`src/rtl/div_seq_32_pkg.sv`:
```
// div_seq_32_pkg: shared width and FSM state encodings for the sequential divider
package div_seq_32_pkg;
  localparam int W = 32;
  typedef enum logic [1:0] {
    IDLE = 2'd0,
    RUN  = 2'd1,
    DONE = 2'd2
  } state_e;
endpackage

```
`src/rtl/add_32.sv`:
```
// add_32: adder/subtractor; sub_in=1 gives a-b with carry=1 meaning no borrow
module add_32 #(
  parameter int W = 32
) (
  input  logic [W-1:0] a,
  input  logic [W-1:0] b,
  input  logic         sub_in,
  output logic [W-1:0] sum,
  output logic         carry,
  output logic         overflow
);
  logic [W-1:0] bx;
  assign bx = b ^ {W{sub_in}};
  assign {carry, sum} = {1'b0, a} + {1'b0, bx} + {{W{1'b0}}, sub_in};
  assign overflow = (a[W-1] == bx[W-1]) && (sum[W-1] != a[W-1]);
endmodule

```
`src/rtl/div_seq_32.sv`:
```
// div_seq_32: unsigned restoring divider, one quotient bit per RUN cycle
module div_seq_32
  import div_seq_32_pkg::*;
#(
  parameter int w = W
) (
  input  logic         clk,
  input  logic         rst_n,
  input  logic         start,
  input  logic [w-1:0] dividend,
  input  logic [w-1:0] divisor,
  output logic         busy,
  output logic         done,
  output logic [w-1:0] quotient,
  output logic [w-1:0] remainder,
  output logic         div_by_zero
);
  localparam int CW = $clog2(w + 1);
  state_e state_q, state_d;
  logic [w-1:0] r_q, q_q, d_q, quo_q, rem_q;
  logic [w-1:0] r_sh, q_sh, r_nx, trial;
  logic [CW-1:0] cnt_q;
  logic dbz_q, carry, acc, last, unused_ovf;
  // The bit shifted out of R means the shifted value is >= 2^w, so the step is always accepted.
  assign r_sh = {r_q[w-2:0], q_q[w-1]};
  assign acc  = r_q[w-1] | carry;
  assign q_sh = {q_q[w-2:0], acc};
  assign r_nx = acc ? trial : r_sh;
  assign last = cnt_q == CW'(w - 1);
  add_32 #(.W(w)) u_sub (
    .a(r_sh),
    .b(d_q),
    .sub_in(1'b1),
    .sum(trial),
    .carry(carry),
    .overflow(unused_ovf)
  );
  // State register
  always_ff @(posedge clk) begin
    if (!rst_n) state_q <= IDLE;
    else state_q <= state_d;
  end
  // Next state: zero divisor skips RUN; DONE always returns to IDLE
  always_comb begin
    state_d = (state_q == IDLE) ? (start ? ((divisor == '0) ? DONE : RUN) : IDLE) :
              (state_q == RUN)  ? (last ? DONE : RUN) : IDLE;
  end
  // Status outputs decoded from state
  always_comb begin
    busy = state_q != IDLE;
    done = state_q == DONE;
  end
  // Datapath; visible results change only on entry to DONE so they stay stable while busy
  always_ff @(posedge clk) begin
    if (!rst_n) begin
      r_q   <= '0;
      q_q   <= '0;
      d_q   <= '0;
      cnt_q <= '0;
      quo_q <= '0;
      rem_q <= '0;
      dbz_q <= 1'b0;
    end else if (state_q == IDLE && start) begin
      r_q   <= '0;
      q_q   <= dividend;
      d_q   <= divisor;
      cnt_q <= '0;
      if (divisor == '0) begin
        quo_q <= '1;
        rem_q <= dividend;
        dbz_q <= 1'b1;
      end
    end else if (state_q == RUN) begin
      r_q   <= r_nx;
      q_q   <= q_sh;
      cnt_q <= cnt_q + 1'b1;
      if (last) begin
        quo_q <= q_sh;
        rem_q <= r_nx;
        dbz_q <= 1'b0;
      end
    end
  end
  assign quotient    = quo_q;
  assign remainder   = rem_q;
  assign div_by_zero = dbz_q;
endmodule

```
`config.mk`:
```
export PLATFORM = sky130hd
export DESIGN_NAME = div_seq_32
export DESIGN_NICKNAME = d
export VERILOG_FILES = /design/src/rtl/div_seq_32_pkg.sv /design/src/rtl/add_32.sv /design/src/rtl/div_seq_32.sv
export SDC_FILE = /design/constraint.sdc
export NUM_CORES = 1
export LEC_CHECK = 0
export BUFFER_PORTS_ARGS = -buffer_cell sky130_fd_sc_hd__buf_4
export CORE_UTILIZATION = 45
export CTS_CLUSTER_SIZE = 14
export DETAILED_ROUTE_END_ITERATION = 10
export PLACE_DENSITY = 0.66
export SETUP_SLACK_MARGIN = 0.02
export SLEW_MARGIN = 5
export SYNTH_ARGS = -nofsm -noshare
export SYNTH_HDL_FRONTEND = slang
export SYNTH_SLANG_ARGS = --single-unit
```
`constraint.sdc`:
```
create_clock -name clk -period 5.3 [get_ports clk]
set_input_delay 0.795 -clock clk [delete_from_list [all_inputs] [get_ports clk]]
set_output_delay 0.795 -clock clk [all_outputs]
set_load 0.01 [all_outputs]
```
==> results.py <==
metrics = {
    "synthesis": {
        "synth_edf_count": 0,
        "synth_seq_cells": 169,
        "syn_area_per_cell_um2": 7.89,
        "yosysSeqAreaShare_pct": 39.1,
        "synth_area_leaders": "dfxtp_1 39%, nand2_1 9.8%, a21oi_1 7.7%",
        "netlist_area_um2": 8650,
        "synth-xor-area-share_pct": 3.14,
        "synth_cell_types": 66,
        "synth_top_area_share_pct": 39.1,
        "synth_cells": 1096,
        "synthMuxAreaShare_pct": 1.85,
        "yosys-top-cells-count": "227 x nand2_1, 169 x dfxtp_1, 133 x a21oi_1",
        "synthAdderAreaFrac_pct": 5.00,
        "synth_compound_area_share_pct": 27.0,
        "synthArstFlopShare_pct": 0,
        "synth.yosys.warnings": 0,
        "syn_nets": 1197,
        "synth_top_family_by_area": "compound AO/OA/AOI/OAI gates",
        "synth_ff_type": "dfxtp_1",
        "yosys.area.top_type": "dfxtp_1",
        "yosysMostFrequentCell": "nand2_1",
        "synth_simple_gate_area_share_pct": 18.2,
    },
    "timing": {
        "fin_crit_ps": 3750,
        "final_max_slew_viol_count": 0,
        "rsz0062_at_grt": "false",
        "hold_viol_final": 0,
        "tightest_slew_ps": 1180,
        "tns_ps": 0,
        "slew_headroom_pct": 21.2,
        "fmax_mhz": 267,
        "skew_ps": 13.3,
        "min_period_over_period_pct": 70.7,
        "setup_violations": 0,
    },
    "power_and_ir_drop": {
        "power_switching_share_pct": 34.4,
        "share_comb_of_total_power_pct": 26.5,
        "peakVddDrop_mv": 0.318,
        "seqPwrFrac_pct": 37.8,
        "internal_power_mw": 2.37,
        "power_density_nw_per_um2": 350,
        "pwr-share-clk_pct": 35.7,
        "p_sw_mw": 1.24,
        "leakagePower_nw": 4.04,
    },
    "drt": {
        "drt_first_pass_iters": 5,
        "ant_nets": 0,
        "drt-total-wl_um": 24300,
        "via_per_inst": 5.68,
        "drt_iter0_drc": 527,
        "drc_errors": 0,
        "vias": 8108,
        "post_drt_wl_per_cell_um": 17.0,
    },
    "place": {
        "port_buffers": 133,
        "gp_congestion": 0.896,
        "dp_hpwl_um": 17000,
        "placed_cells": 1396,
    },
    "run_status": {
        "status": "finished, final reports clean",
    },
    "finish": {
        "final_cells": 1428,
        "diodes": 0,
        "area_growth_pct": 19.1,
        "final_nets": 1282,
        "fillers": 1848,
        "layout-drive-gt1-share_pct": 17.4,
    },
    "cts": {
        "clkLatencyLatePin_ps": 440,
        "cts_buffers": 17,
        "cts_root_buf": "clkbuf_16",
        "cts_tree": "built",
        "htreeDepth": 4,
        "cts_setup_buffers": 0,
        "clk_pin_slew_ps": 70,
        "cts-resized-gates": 0,
        "clock_path_buffers": 2,
        "clock-sinks": 169,
        "ctsHoldBuffers": 0,
    },
    "global_route": {
        "grt-ovfl-total": 0,
        "grt_max_degree": 109,
        "grt_pass1_wl_um": 39000,
        "grtUsageTotal_pct": 24.8,
        "antenna_found_initial": 0,
        "grt_pass1_vias": 7344,
    },
    "hold_path": {
        "min_path_type": "reg2reg",
    },
    "die": {
        "io_pins": 134,
        "start_util_pct": 46.1,
        "die_w_um": 141,
        "dieHeight_um": 141,
        "die_area_um2": 19800,
        "num_rows": 50,
        "core_area_um2": 18800,
    },
    "worst_setup_path": {
        "crit_chain": "inv_1, ha_1, fa_1, nand2b_1, a21oi_1, o21ai_1, a21oi_2, nor3b_4, nor2_4, buf_4, mux2i_1, a21oi_1, a31o_2",
        "worstPathMaxFanout": 22,
        "critPathSlowestCell": "nor2_4",
        "path_class": "reg2reg",
        "crit_required_ps": 5630,
        "cp-end-kind": "register",
        "path_common_cell": "a21oi_1",
        "cpPeakStageDelay_ps": 500,
        "cp.arrival_ps": 4080,
        "start_kind": "register",
    },
    "run": {
        "maxCapViolCount": 0,
    },
}
[through the flow]
step	util, %	cell area [µm²]	worst slack (ps)	power [mW]	hold slack (ps)
2_1_floorplan	-	8650	2620	2.11	436
3_3_place_gp	51.6	9690	1380	2.33	443
3_5_place_dp	51.6	9690	1260	2.33	446
4_1_cts	54.9	10300	1600	3.62	457
5_1_grt	54.9	10300	1400	3.78	470
6_report	54.9	10300	1550	3.61	454
[critical path: cells and delay by family, from the launching register on]
kind / cells / cell delay, ps
buffers and inverters: 2 / 470
adder cells (fa/ha/maj): 2 / 620
AO/OA/AOI/OAI: 5 / 970
AND/OR/NAND/NOR: 3 / 760
flip-flops: 1 / 410
multiplexers: 1 / 400
[registers in the layout (all words and copies together) (netlist names)]
signal and cells:
cnt_q 6, d_q 32, div_by_zero 1, q_q 32
quotient 32, r_q 32, remainder 32, state_q 2
[cells by family (layout without fill, tap and decap cells)]
family / count (synthesis) / after routing
adders and majority gates: 34 / 34
DFF: 169 / 169
AOI/OAI and AO/OA: 365 / 365
buffers and inverters: 117 / 215
muxes: 16 / 16
and+or+nand+nor: 364 / 364
xor gates and xnor gates: 31 / 31
[worst paths after layout]
| path | startpoint | endpoint | slack (ps) | cells after the start |
|---|---|---|---|---|
| setup reg to reg | q_q[31]$_SDFFE_PN0P_ | remainder[7]$_SDFFE_PN0P_ | 1550 | 13 |
| setup / recovery | q_q[31]$_SDFFE_PN0P_ | remainder[7]$_SDFFE_PN0P_ | 1550 | 13 |
| hold reg to reg | d_q[15]$_SDFFE_PN0P_ | d_q[15]$_SDFFE_PN0P_ | 450 | 2 |
| hold / removal | d_q[15]$_SDFFE_PN0P_ | d_q[15]$_SDFFE_PN0P_ | 450 | 2 |
[placed cells by master, fill, tap and decap left out, drive strengths merged, types with 22 or more instances in the layout]
cell and count:
buf 143, a21oi 136, nand2 227, ha 33, a31oi 48, inv 47
dfxtp 169, o21ai 46, nor2 62, o211ai 22, a22oi 31
[cell type report]
cell class	count	area [µm²]	area share [%]
Clock buffer	18	439	4.26
Multi-Input combinational cell	810	4790	46.5
Sequential cell	169	3380	32.8
Timing Repair Buffer	143	1070	10.4
Inverter	40	151	1.47
Clock inverter	14	175	1.70
Tap cell	234	293	2.84
[power by group through the flow]
| stage | Sequential (mW) | Clock (mW) | Combinational, mW |
|---|---|---|---|
| 2_1_floorplan | 1.38 | 0 | 0.738 |
| 3_3_place_gp | 1.39 | 0 | 0.939 |
| 3_5_place_dp | 1.39 | 0 | 0.942 |
| 4_1_cts | 1.36 | 1.31 | 0.949 |
| 5_1_grt | 1.37 | 1.35 | 1.05 |
| 6_report | 1.36 | 1.29 | 0.957 |
[per-layer routing]
metal  track usage [%]  share of wire [%]
met2              37.1                 43
met3              4.38                5.0
met4              4.98                1.0
met1              37.0                 51
met5                 0                  0
Power figures use the tool's default switching activity.
